## config.mk

```make
export PLATFORM = sky130hd
export DESIGN_NAME = mem_read_router
export DESIGN_NICKNAME = d
export VERILOG_FILES = /design/src/rtl/mem_read_router.sv
export SDC_FILE = /design/constraint.sdc
export NUM_CORES = 1
export LEC_CHECK = 0
export ABC_AREA = 1
export CAP_MARGIN = 20
export CELL_PAD_IN_SITES_DETAIL_PLACEMENT = 0
export CELL_PAD_IN_SITES_GLOBAL_PLACEMENT = 1
export CORE_ASPECT_RATIO = 1.5
export CORE_MARGIN = 2
export CORE_UTILIZATION = 21
export CTS_BUF_LIST = sky130_fd_sc_hd__clkbuf_8 sky130_fd_sc_hd__clkbuf_16
export CTS_CLUSTER_DIAMETER = 80
export DETAILED_ROUTE_END_ITERATION = 8
export PLACE_DENSITY = 0.91
export SKIP_LAST_GASP = 1
export SYNTH_ARGS = -nofsm -noshare
export SYNTH_HDL_FRONTEND = slang
export SYNTH_SLANG_ARGS = --single-unit
```

## constraint.sdc

```tcl
create_clock -name clk -period 3.1 [get_ports clk]
set_clock_uncertainty 0.2 [all_clocks]
set_input_delay 0.62 -clock clk [delete_from_list [all_inputs] [get_ports clk]]
set_output_delay 0.62 -clock clk [all_outputs]
set_load 0.1 [all_outputs]
```

## src/rtl/mem_read_router.sv

```systemverilog
// Read router: LSU read port to CLINT or system bus.
// One outstanding read, bounded by a timeout that yields SLVERR.
module mem_read_router #(
  parameter logic [31:0] CLINT_BASE     = 32'h0200_0000,
  parameter logic [31:0] CLINT_SIZE     = 32'h0001_0000,
  parameter int unsigned TIMEOUT_CYCLES = 16
) (
  input  logic        clk,
  input  logic        rst,

  input  logic [31:0] MEM_raddr,
  input  logic [2:0]  MEM_rsize,
  input  logic        MEM_raddr_valid,
  output logic        MEM_raddr_ready,
  output logic [63:0] MEM_rdata,
  output logic [1:0]  MEM_rresp,
  output logic        MEM_rdata_valid,
  input  logic        MEM_rdata_ready,

  output logic [31:0] CLINT_MEM_raddr,
  output logic [2:0]  CLINT_MEM_rsize,
  output logic        CLINT_MEM_raddr_valid,
  input  logic        CLINT_MEM_raddr_ready,
  input  logic [63:0] CLINT_MEM_rdata,
  input  logic        CLINT_MEM_rdata_valid,
  output logic        CLINT_MEM_rdata_ready,

  output logic [31:0] BUS_raddr,
  output logic [2:0]  BUS_rsize,
  output logic        BUS_raddr_valid,
  input  logic        BUS_raddr_ready,
  input  logic [63:0] BUS_rdata,
  input  logic [1:0]  BUS_rresp,
  input  logic        BUS_rdata_valid,
  output logic        BUS_rdata_ready,

  output logic [7:0]  err_count
);

  localparam int TW = $clog2(TIMEOUT_CYCLES + 1);
  localparam logic [TW-1:0] T_LAST =
    TW'(TIMEOUT_CYCLES - 1);

  localparam logic [32:0] CLINT_LO =
    {1'b0, CLINT_BASE};
  localparam logic [32:0] CLINT_HI =
    {1'b0, CLINT_BASE} + {1'b0, CLINT_SIZE};

  localparam logic [1:0] RESP_OKAY   = 2'b00;
  localparam logic [1:0] RESP_SLVERR = 2'b10;

  typedef enum logic [1:0] {
    IDLE,
    ADDR,
    DATA,
    ERR
  } state_t;

  state_t        state;
  state_t        state_nx;
  logic [31:0]   addr_q;
  logic [2:0]    size_q;
  logic          sel_q;
  logic [TW-1:0] timer_q;

  logic          sel_in;
  logic          ar_hs;
  logic          stall;
  logic          expire;
  logic          timeout;

  logic          slv_ar_ready;
  logic          slv_rvalid;
  logic [63:0]   slv_rdata;
  logic [1:0]    slv_rresp;

  // 33-bit window compare so the upper bound cannot wrap
  assign sel_in =
    ({1'b0, MEM_raddr} >= CLINT_LO) &&
    ({1'b0, MEM_raddr} <  CLINT_HI);

  assign ar_hs  = MEM_raddr_valid && MEM_raddr_ready;
  assign stall  = MEM_rdata_valid && !MEM_rdata_ready;
  assign expire = (timer_q == T_LAST);

  // Return-path mux from the slave chosen at accept time
  always_comb begin
    slv_ar_ready = 1'b0;
    slv_rvalid   = 1'b0;
    slv_rdata    = '0;
    slv_rresp    = RESP_OKAY;
    unique case (1'b1)
      sel_q: begin
        slv_ar_ready = CLINT_MEM_raddr_ready;
        slv_rvalid   = CLINT_MEM_rdata_valid;
        slv_rdata    = CLINT_MEM_rdata;
        slv_rresp    = RESP_OKAY;
      end
      !sel_q: begin
        slv_ar_ready = BUS_raddr_ready;
        slv_rvalid   = BUS_rdata_valid;
        slv_rdata    = BUS_rdata;
        slv_rresp    = BUS_rresp;
      end
      default: ;
    endcase
  end

  // Next state and all channel outputs
  always_comb begin
    state_nx              = state;
    timeout               = 1'b0;
    MEM_raddr_ready       = 1'b0;
    MEM_rdata             = '0;
    MEM_rresp             = RESP_OKAY;
    MEM_rdata_valid       = 1'b0;
    CLINT_MEM_raddr       = addr_q;
    CLINT_MEM_rsize       = size_q;
    CLINT_MEM_raddr_valid = 1'b0;
    CLINT_MEM_rdata_ready = 1'b0;
    BUS_raddr             = addr_q;
    BUS_rsize             = size_q;
    BUS_raddr_valid       = 1'b0;
    BUS_rdata_ready       = 1'b0;
    unique case (state)
      IDLE: begin
        MEM_raddr_ready = !rst;
        if (MEM_raddr_valid) begin
          state_nx = ADDR;
        end
      end
      ADDR: begin
        CLINT_MEM_raddr_valid = sel_q;
        BUS_raddr_valid       = !sel_q;
        if (slv_ar_ready) begin
          state_nx = DATA;
        end else if (expire) begin
          state_nx = ERR;
          timeout  = 1'b1;
        end
      end
      DATA: begin
        MEM_rdata_valid       = slv_rvalid;
        MEM_rdata             = slv_rdata;
        MEM_rresp             = slv_rresp;
        CLINT_MEM_rdata_ready =
          sel_q && MEM_rdata_ready;
        BUS_rdata_ready       =
          !sel_q && MEM_rdata_ready;
        if (slv_rvalid && MEM_rdata_ready) begin
          state_nx = IDLE;
        end else if (expire && !slv_rvalid) begin
          state_nx = ERR;
          timeout  = 1'b1;
        end
      end
      ERR: begin
        MEM_rdata_valid = 1'b1;
        MEM_rresp       = RESP_SLVERR;
        if (MEM_rdata_ready) begin
          state_nx = IDLE;
        end
      end
      default: state_nx = IDLE;
    endcase
  end

  // State register; reset drops any transaction in flight
  always_ff @(posedge clk) begin
    if (rst) begin
      state <= IDLE;
    end else begin
      state <= state_nx;
    end
  end

  // Capture request on accept
  always_ff @(posedge clk) begin
    if (rst) begin
      addr_q <= '0;
      size_q <= '0;
      sel_q  <= 1'b0;
    end else if (ar_hs) begin
      addr_q <= MEM_raddr;
      size_q <= MEM_rsize;
      sel_q  <= sel_in;
    end
  end

  // Timeout timer; frozen while the master backpressures
  always_ff @(posedge clk) begin
    if (rst) begin
      timer_q <= '0;
    end else if (state == IDLE) begin
      timer_q <= '0;
    end else if ((state == ADDR || state == DATA)
                 && !stall) begin
      timer_q <= timer_q + 1'b1;
    end
  end

  // Saturating count of timed-out transactions
  always_ff @(posedge clk) begin
    if (rst) begin
      err_count <= '0;
    end else if (timeout && err_count != 8'hFF) begin
      err_count <= err_count + 8'd1;
    end
  end

endmodule

```

== After elaboration in Yosys (flattened, before gate mapping) ==
Index checks and enable logic that the tools add are counted.

* Bits in registers: 51
* Latch bits: 0
* Bits in writable memories: 0
* Memory bits (read-only): 0
* Output and inout port bits: 150
* Logic and storage cells: 61
* Memories kept: 0

* Add/subtract/negate cells: 2
* Multiply operators: 0
* Div/mod/pow operators: 0
* Magnitude comparators: 2
* Equality and inequality tests: 9
* Shift-type cells: 0
* Muxes and demuxes: 24
* Bitwise operators: 0
* Reduce and logical (&&, ||, !) cells: 18

{| class="wikitable"
|+ Operators with widths
! operator !! count
|-
| 64-bit case mux with 2 select lines || 1
|-
| 64-bit 2-to-1 mux || 1
|-
| 32-bit by 26-bit >= comparator with 1-bit output, second input constant || 1
|-
| 32-bit by 26-bit < comparator with 1-bit output, second input constant || 1
|-
| 2-bit 2-to-1 mux || 7
|-
| 1-bit logical AND || 9
|-
| 1-bit 2-to-1 mux || 9
|-
| 8-bit by 1-bit adder with 8-bit output, second input constant || 1
|-
| 8-bit != test, second input constant || 1
|-
| 1-bit case mux with 2 select lines || 4
|-
| 2-bit case mux with 4 select lines || 1
|-
| 3-bit != test, second input constant || 2
|-
| 5-bit by 1-bit adder with 5-bit output, second input constant || 1
|-
| 5-bit by 4-bit == test with 1-bit output, second input constant || 1
|-
| 1-bit zero test || 5
|-
| 2-bit == test, second input constant || 2
|-
| 2-bit != test, second input constant || 2
|-
| 2-bit case mux with 2 select lines || 1
|-
| 4-bit AND reduction || 1
|-
| 2-bit by 1-bit == test with 1-bit output, second input constant || 1
|-
| 2-bit zero test || 1
|-
| 2-bit OR reduction || 1
|-
| 1-bit logical OR || 1
|}

== Longest topological paths before layout ==
Gate-level depths: netlist of run 1.

* Word-level depth: 8
* Depth in mapped cells: 12
* Mapped depth without buffers: 12

== Worst setup path after synthesis of run 1 ==
OpenSTA, ideal clock, no wires.

* Kind: register to output
* From: reg state[0]
* To: out CLINT_MEM_rdata_ready
* Data arrival time: 2,908 ps
* Data required time: 2,280 ps
* Setup slack: -628 ps
* Cell stages (with the launch flop): 6
* Buffers on the path: 1
* Path through: dfxtp_1 -> inv_1 -> ha_1 -> inv_2 -> buf_2 -> nor3_1

* Longest elaborated chain between the ends: 2

{| class="wikitable"
|+ RTL lines
! item !! RTL line !! RTL
|-
| start: declaration || 59 || <nowiki>state_t state;</nowiki>
|-
| start signal: assignment || 173 || <nowiki>state <= state_nx;</nowiki>
|-
| 2-bit == test || 125 || <nowiki>unique case (state)</nowiki>
|-
| 1-bit 2-to-1 mux || 125 ||
|-
| end: declaration || 26 || <nowiki>output logic CLINT_MEM_rdata_ready,</nowiki>
|}

Every way passes these cells.

== Worst setup path in the final report of run 1 ==
* From: reg state[0]
* To: out MEM_rdata[20]

* Longest elaborated chain between the ends: 2

{| class="wikitable"
|+ RTL lines
! item !! RTL line !! RTL
|-
| 2-bit == test || 125 ||
|-
| 64-bit 2-to-1 mux || 125 ||
|-
| end: declaration || 15 || <nowiki>output logic [63:0] MEM_rdata,</nowiki>
|}

Every way passes these cells.

==> results of run 1 <==
-- tightest hold or removal path: stages, from the launching register on --
cell and delay, ns:
dfxtp_1 0.32, nand3_1 0.08, nand2_1 0.04
-- per-stage QoR --
step,TNS [ns],cells,utilization [%]
3_3_place_gp,0,1056,44.3
2_1_floorplan,-6.26,579,-
5_1_grt,0,1065,45.2
6_report,0,1065,45.2
3_5_place_dp,0,1056,44.3
4_1_cts,0,1064,45.1
-- kinds of logic (layout without fill, tap and decap cells) --
kind of cell	after synthesis	in the layout	share of synthesized area [%]
adder cells (fa/ha/maj)	7	7	2.48
AND/OR/NAND/NOR	321	321	38.2
other	0	1	0
XOR/XNOR	3	3	0.743
AO/OA/AOI/OAI	94	94	13.8
flip-flops	51	51	28.9
buffers and inverters	103	378	15.9
-- per-layer routing --
metal | share of wire (%) | up-vias | track usage [%]
met3 | 15 | 19 | 8.68
met1 | 36 | 2017 | 17.2
li1 | - | 2352 | -
met4 | 1.9 | 0 | 4.83
met5 | 0 | - | 0
met2 | 48 | 240 | 31.3
-- flip-flops by register name, indices dropped and copies added (netlist names) --
name and flops:
BUS_raddr 32, BUS_rsize 3, err_count 8, sel_q 1, state 2, timer_q 5
-- layout by cell type (no fill, tap or decap) --
master,instances
a21boi_1,1
a21oi_1,39
a21oi_2,39
a21oi_4,1
and3_1,1
buf_12,72
buf_4,90
clkbuf_16,5
clkdlybuf4s50_1,172
clkinv_2,1
clkinvlp_4,1
dfxtp_1,50
dfxtp_2,1
diode_2,1
ha_1,7
inv_1,32
inv_2,4
inv_4,1
nand2_1,230
nand2_2,4
nand2_4,3
nand3_1,53
nand3_2,2
nand3b_1,1
nor2_1,20
nor2_4,3
nor3_1,3
nor3_2,1
o21ai_0,11
o21ai_1,3
xor2_1,3
-- final timing paths --
| check | startpoint | end | slack [ns] |
|---|---|---|---|
| min reg2reg | BUS_raddr[15] | BUS_raddr[15] | 0.28 |
| max | state[0] | MEM_rdata[20] | 0.22 |
| max reg2reg | state[0] | timer_q[2] | 1.04 |
| min | BUS_raddr[15] | BUS_raddr[15] | 0.28 |
-- area by class of cell --
type,count,area (um2),share of cell area [%]
antenna,1,2.50,0.0333
sequential,51,1020,13.6
tap,210,263,3.50
clock inverter,3,16.3,0.217
timing repair buffer,334,3840,51.2
multi-input combinational,425,2100,28.0
clock buffer,5,125,1.67
inverter,36,138,1.83
-- power by group through the flow --
stage / logic (mW) / registers, mW / clock network [mW]
final: 4.52 / 0.869 / 0.534
after global routing: 4.68 / 0.884 / 0.580
after CTS: 4.55 / 0.869 / 0.553
after detailed placement: 4.55 / 0.880 / 0
after global placement: 4.54 / 0.878 / 0
after floorplan: 2.57 / 1.49 / 0
==> summary.txt, run 1 <==
Clocking
  – Clock slew at reported path FFs: 0.07 ns
  – Clock sinks: 51
  – CTS resizes: 0
  – Clock Tree Root: clkbuf_16
  – Inserted Clock Buffers: 5
  – H-Tree Depth: 2
  – Clk_lat worst skew: 0.29 ns
  – CTS tree: yes
  – CTS Buffer Depth: 2
  – Setup bufs post-CTS: 0
  – Hold buffer count at cts: 0

Setup path
  – WP buf/inv: 4
  – Crit Path Class: register to primary output
  – Critical Path RT: 2.28 ns
  – CP top delay family: buffers and inverters
  – CP Depth: 6
  – Max stage delay on crit path: 0.43 ns
  – Worst setup SP type: register
  – Critical Path Slowest Stage Cell: inv_2
  – Critical Path AT: 2.06 ns
  – Max FO, Critical Path: 25
  – Crit path cell chain: inv_1, ha_1, inv_2, buf_4, a21oi_1, buf_12
  – Cells on worst reg2reg path: 9
  – Setup crit end kind: primary output

Floorplan
  – Die area: 0.0179 mm2
  – Core area: 0.0166 mm2
  – Die X: 110 um
  – I/O pin total: 323
  – Initial Utilization: 21.3%
  – DIE HEIGHT: 163 um
  – Number of core rows: 58

Pwr
  – Comb pwr share: 76.3%
  – Peak supply drop: 0.484 mV
  – Power density over cell area: 789 mW/mm2
  – Static leakage: 3.29 nW
  – Power share of the clock group: 9.0%
  – Power Total: 5.92 mW
  – Pint: 2.30 mW
  – Seq pwr share: 14.7%
  – Sw Pwr: 3.62 mW
  – Switching part of the total: 61.2%

Global routing
  – Pin count of the biggest net entering global routing: 40
  – Initial antenna violation count: 1
  – Vias in the first global route: 4417
  – First-pass GRT wire length: 23.6 mm
  – GRT Total Usage: 17.4%
  – GRT Residual Overflow: 0

Placed design
  – Setup Slack @ Placement: 0.527 ns
  – Number of I/O port buffers: 322
  – Dpl cell area: 0.00736 mm2
  – HPWL after DPL: 13.7 mm
  – Routability cong.: 0.817

Logic synthesis
  – Sequential cell area fraction in the yosys report: 28.9%
  – Synth warn: 0
  – Number of synthesized register bits: 51
  – Synth top area cells: dfxtp_1, nand2_1, a21oi_1, buf_4, nand3_1
  – Synth top area share: 28.9%
  – Number of flops mapped to enable cells by yosys: 0
  – Synth Instances: 579
  – Mapped cell area: 0.00354 mm2
  – Most numerous cell in the Yosys netlist: nand2_1
  – Syn Nets: 759
  – Post-synth top flop: dfxtp_1
  – Synth top cells by count: nand2_1, a21oi_1, nand3_1
  – Asr flop ratio synth: 0%
  – Yosys top cell by area: dfxtp_1
  – Netlist cell types: 27
  – Post-Syn Area per Cell: 6.11 um2

Timing
  – Final Slew Violations: 0
  – Final hold viol count: 0
  – # setup viols final: 0
  – Measured slew at the worst slew-check pin: 0.615 ns
  – RSZ-0062 raised after global routing: false
  – Final WS setup: 0.223 ns
  – Max_slew headroom: 58.9%
  – Hold WS: 0.283 ns
  – Tcrit/Tclk final: 92.8%
  – Min Tclk post-route: 2.88 ns
  – Achievable Freq: 348 MHz

Flow run
  – # Max-Cap Violations: 0

Final layout
  – Layout cells sized above 1: 26.7%
  – Design Area, Final: 0.00750 mm2
  – P&R area growth vs syn: 112%
  – Fillers: 1646
  – Final Net Count: 1033

Min path
  – Hold WC Path Type: register to register
  – Hold path cells: 2

Route
  – Vias per cell: 4.35
  – Vias after detailed routing: 4628
  – DRT Pass-1 Iters: 4
  – DR iter-0 viols: 247
  – Post-route ant nets: 0
  – Post-route DRC: 0
  – Total Wirelength: 16.7 mm
  – DR WL/cell: 15.7 um

Run status
  – Status: finished clean
Note: power is estimated with default switching activity, not from simulation.
==> run 2: changes to the inputs <==
==> constraint.sdc (replaced) <==
create_clock -name clk -period 3.64 [get_ports clk]
set_clock_uncertainty 0.2 [all_clocks]
set_input_delay 0.728 -clock clk [delete_from_list [all_inputs] [get_ports clk]]
set_output_delay 0.728 -clock clk [all_outputs]
set_load 0.1 [all_outputs]
==> run 2 against run 1 <==
Combinational power down 24%. Core utilization fell by 5.7 points. Critical path type unchanged. Largest cell class unchanged. Critical path depth stayed put.
==> summary.txt, run 2 (synthesis results as in run 1) <==
Run status
  – Status: finished clean

Timing
  – Measured slew at the worst slew-check pin: 0.977 ns
  – Final hold viol count: 0
  – Tcrit/Tclk final: 82.1%
  – Achievable Freq: 335 MHz
  – Min Tclk post-route: 2.99 ns
  – Max_slew headroom: 34.7%
  – RSZ-0062 raised after global routing: false
  – # setup viols final: 0
  – Final Slew Violations: 0
  – Setup Total Neg Slack: 0 ns

Min path
  – Hold path cells: 2
  – Min-Delay Endpoint: BUS_raddr[9]
  – Hold path startpoint: BUS_raddr[9]
  – Hold WC Path Type: register to register

Route
  – DRT Pass-1 Iters: 6
  – Vias per cell: 4.28
  – Total Wirelength: 16.1 mm
  – Vias after detailed routing: 4531
  – Post-route DRC: 0
  – Post-route ant nets: 0
  – DR WL/cell: 15.2 um
  – DR iter-0 viols: 211

Placed design
  – Cells after DPL: 1051
  – Number of I/O port buffers: 322
  – Dpl cell area: 0.00642 mm2
  – HPWL after DPL: 13.0 mm
  – Routability cong.: 0.803

Final layout
  – Non-filler cells, final: 1058
  – Commonest non-fill, non-tap cells in the layout: nand2_1, clkdlybuf4s50_1, buf_4
  – Most common cell after layout, fill and taps aside: nand2_1
  – Fillers: 1755
  – Ant. Diodes: 0
  – Design Area, Final: 0.00656 mm2
  – Max FFs per register: 32
  – Multi-input gate area: 0.00196 mm2
  – Final Net Count: 1028
  – Layout cells sized above 1: 19.9%
  – P&R area growth vs syn: 85.6%
  – Sequential cell area: 0.00102 mm2

Pwr
  – Peak supply drop: 0.498 mV
  – Power density over cell area: 708 mW/mm2
  – Static leakage: 3.05 nW

Global routing
  – GRT Residual Overflow: 0
  – Vias in the first global route: 4308
  – Initial antenna violation count: 0
  – GRT Total Usage: 16.7%
  – Pin count of the biggest net entering global routing: 70
  – First-pass GRT wire length: 22.7 mm

Clocking
  – Clock slew at reported path FFs: 0.07 ns
  – Setup bufs post-CTS: 0
  – Hold buffer count at cts: 0
  – CTS Buffer Depth: 2
  – Clock Tree Root: clkbuf_16
  – CTS resizes: 0
  – Clock sinks: 51
  – Clk_lat worst skew: 0.28 ns
  – CTS tree: yes
  – Inserted Clock Buffers: 5
  – H-Tree Depth: 2

Setup path
  – Critical Path AT: 2.06 ns
  – Max FO, Critical Path: 21
  – Cells on worst reg2reg path: 7
  – Critical Path RT: 2.71 ns
  – Worst setup SP type: register
  – Crit Path Class: register to primary output
  – Worst R2R Setup Slack: 1.57 ns
  – Reg2reg end: err_count[6]
  – Crit Reg-Reg Startpoint: sel_q
  – Setup crit end kind: primary output

Floorplan
  – Die area: 0.0179 mm2
  – Number of core rows: 58
  – DIE HEIGHT: 163 um
  – Die X: 110 um
  – I/O pin total: 323
  – Initial Utilization: 21.3%
  – Core area: 0.0166 mm2

Flow run
  – # Max-Cap Violations: 0
run 2: cell types whose count changed in the layout (fill, tap and decap cells not counted):
cell             previous run  this run
buf_12                     72         8
clkdlybuf4s50_1           172       188
clkbuf_8                    0         1
inv_1                      32        31
a21oi_2                    39         1
clkinvlp_4                  1         0
a21oi_1                    39        77
buf_4                      90       133
diode_2                     1         0
run 2: worst max-delay path by stage:
stage	from	end	slack, ns	cells past startpoint
2_1_floorplan	state[0]	MEM_rdata[43]	0.16	6
3_3_place_gp	CLINT_MEM_rdata[57]	MEM_rdata[57]	0.75	4
3_5_place_dp	CLINT_MEM_rdata[57]	MEM_rdata[57]	0.77	4
4_1_cts	state[0]	MEM_rdata[45]	0.59	6
5_1_grt	state[0]	MEM_rdata[45]	0.50	6
6_report	state[0]	MEM_rdata[63]	0.65	6
run 2: worst max-delay path, cell delays in order, from the launching register on:
cell	delay (ns)
dfxtp_1	0.39
inv_1	0.10
ha_1	0.28
inv_2	0.32
buf_4	0.33
a21oi_1	0.09
buf_4	0.25
run 2: metrics by stage:
step | worst slack [ns] | utilization, % | power [mW] | hold slack (ns)
6_report | 0.653 | 39.5 | 4.64 | 0.282
5_1_grt | 0.498 | 39.5 | 4.84 | 0.309
4_1_cts | 0.588 | 39.5 | 4.69 | 0.290
3_5_place_dp | 0.769 | 38.6 | 4.21 | 0.275
3_3_place_gp | 0.747 | 38.6 | 4.20 | 0.270
2_1_floorplan | 0.161 | - | 3.42 | 0.250
run 2: cell type report:
type                    count  area share, %
repair buffers            329           46.3
multi-input cells         425           29.8
flip-flops and latches     51           15.6
well taps                 210           4.00
clock buffers               6           2.12
inverters                  36           2.10
clock inverters             1         0.0762
run 2: power breakdown:
part	internal, mW	switching, mW	leakage, nW
sequential	0.656	0.0865	0.417
clock	0.269	0.196	0.0727
combinational	0.734	2.70	2.56
total	1.66	2.99	3.05
run 2: metal layers:
metal	share of wire, %	track usage, %	wire length (um)	vias to the layer above
met2	46	29.4	7440	238
met1	39	18.5	6240	1949
met4	1.1	3.62	172	0
met5	0	0	0	-
li1	-	-	-	2335
met3	14	6.80	2280	9
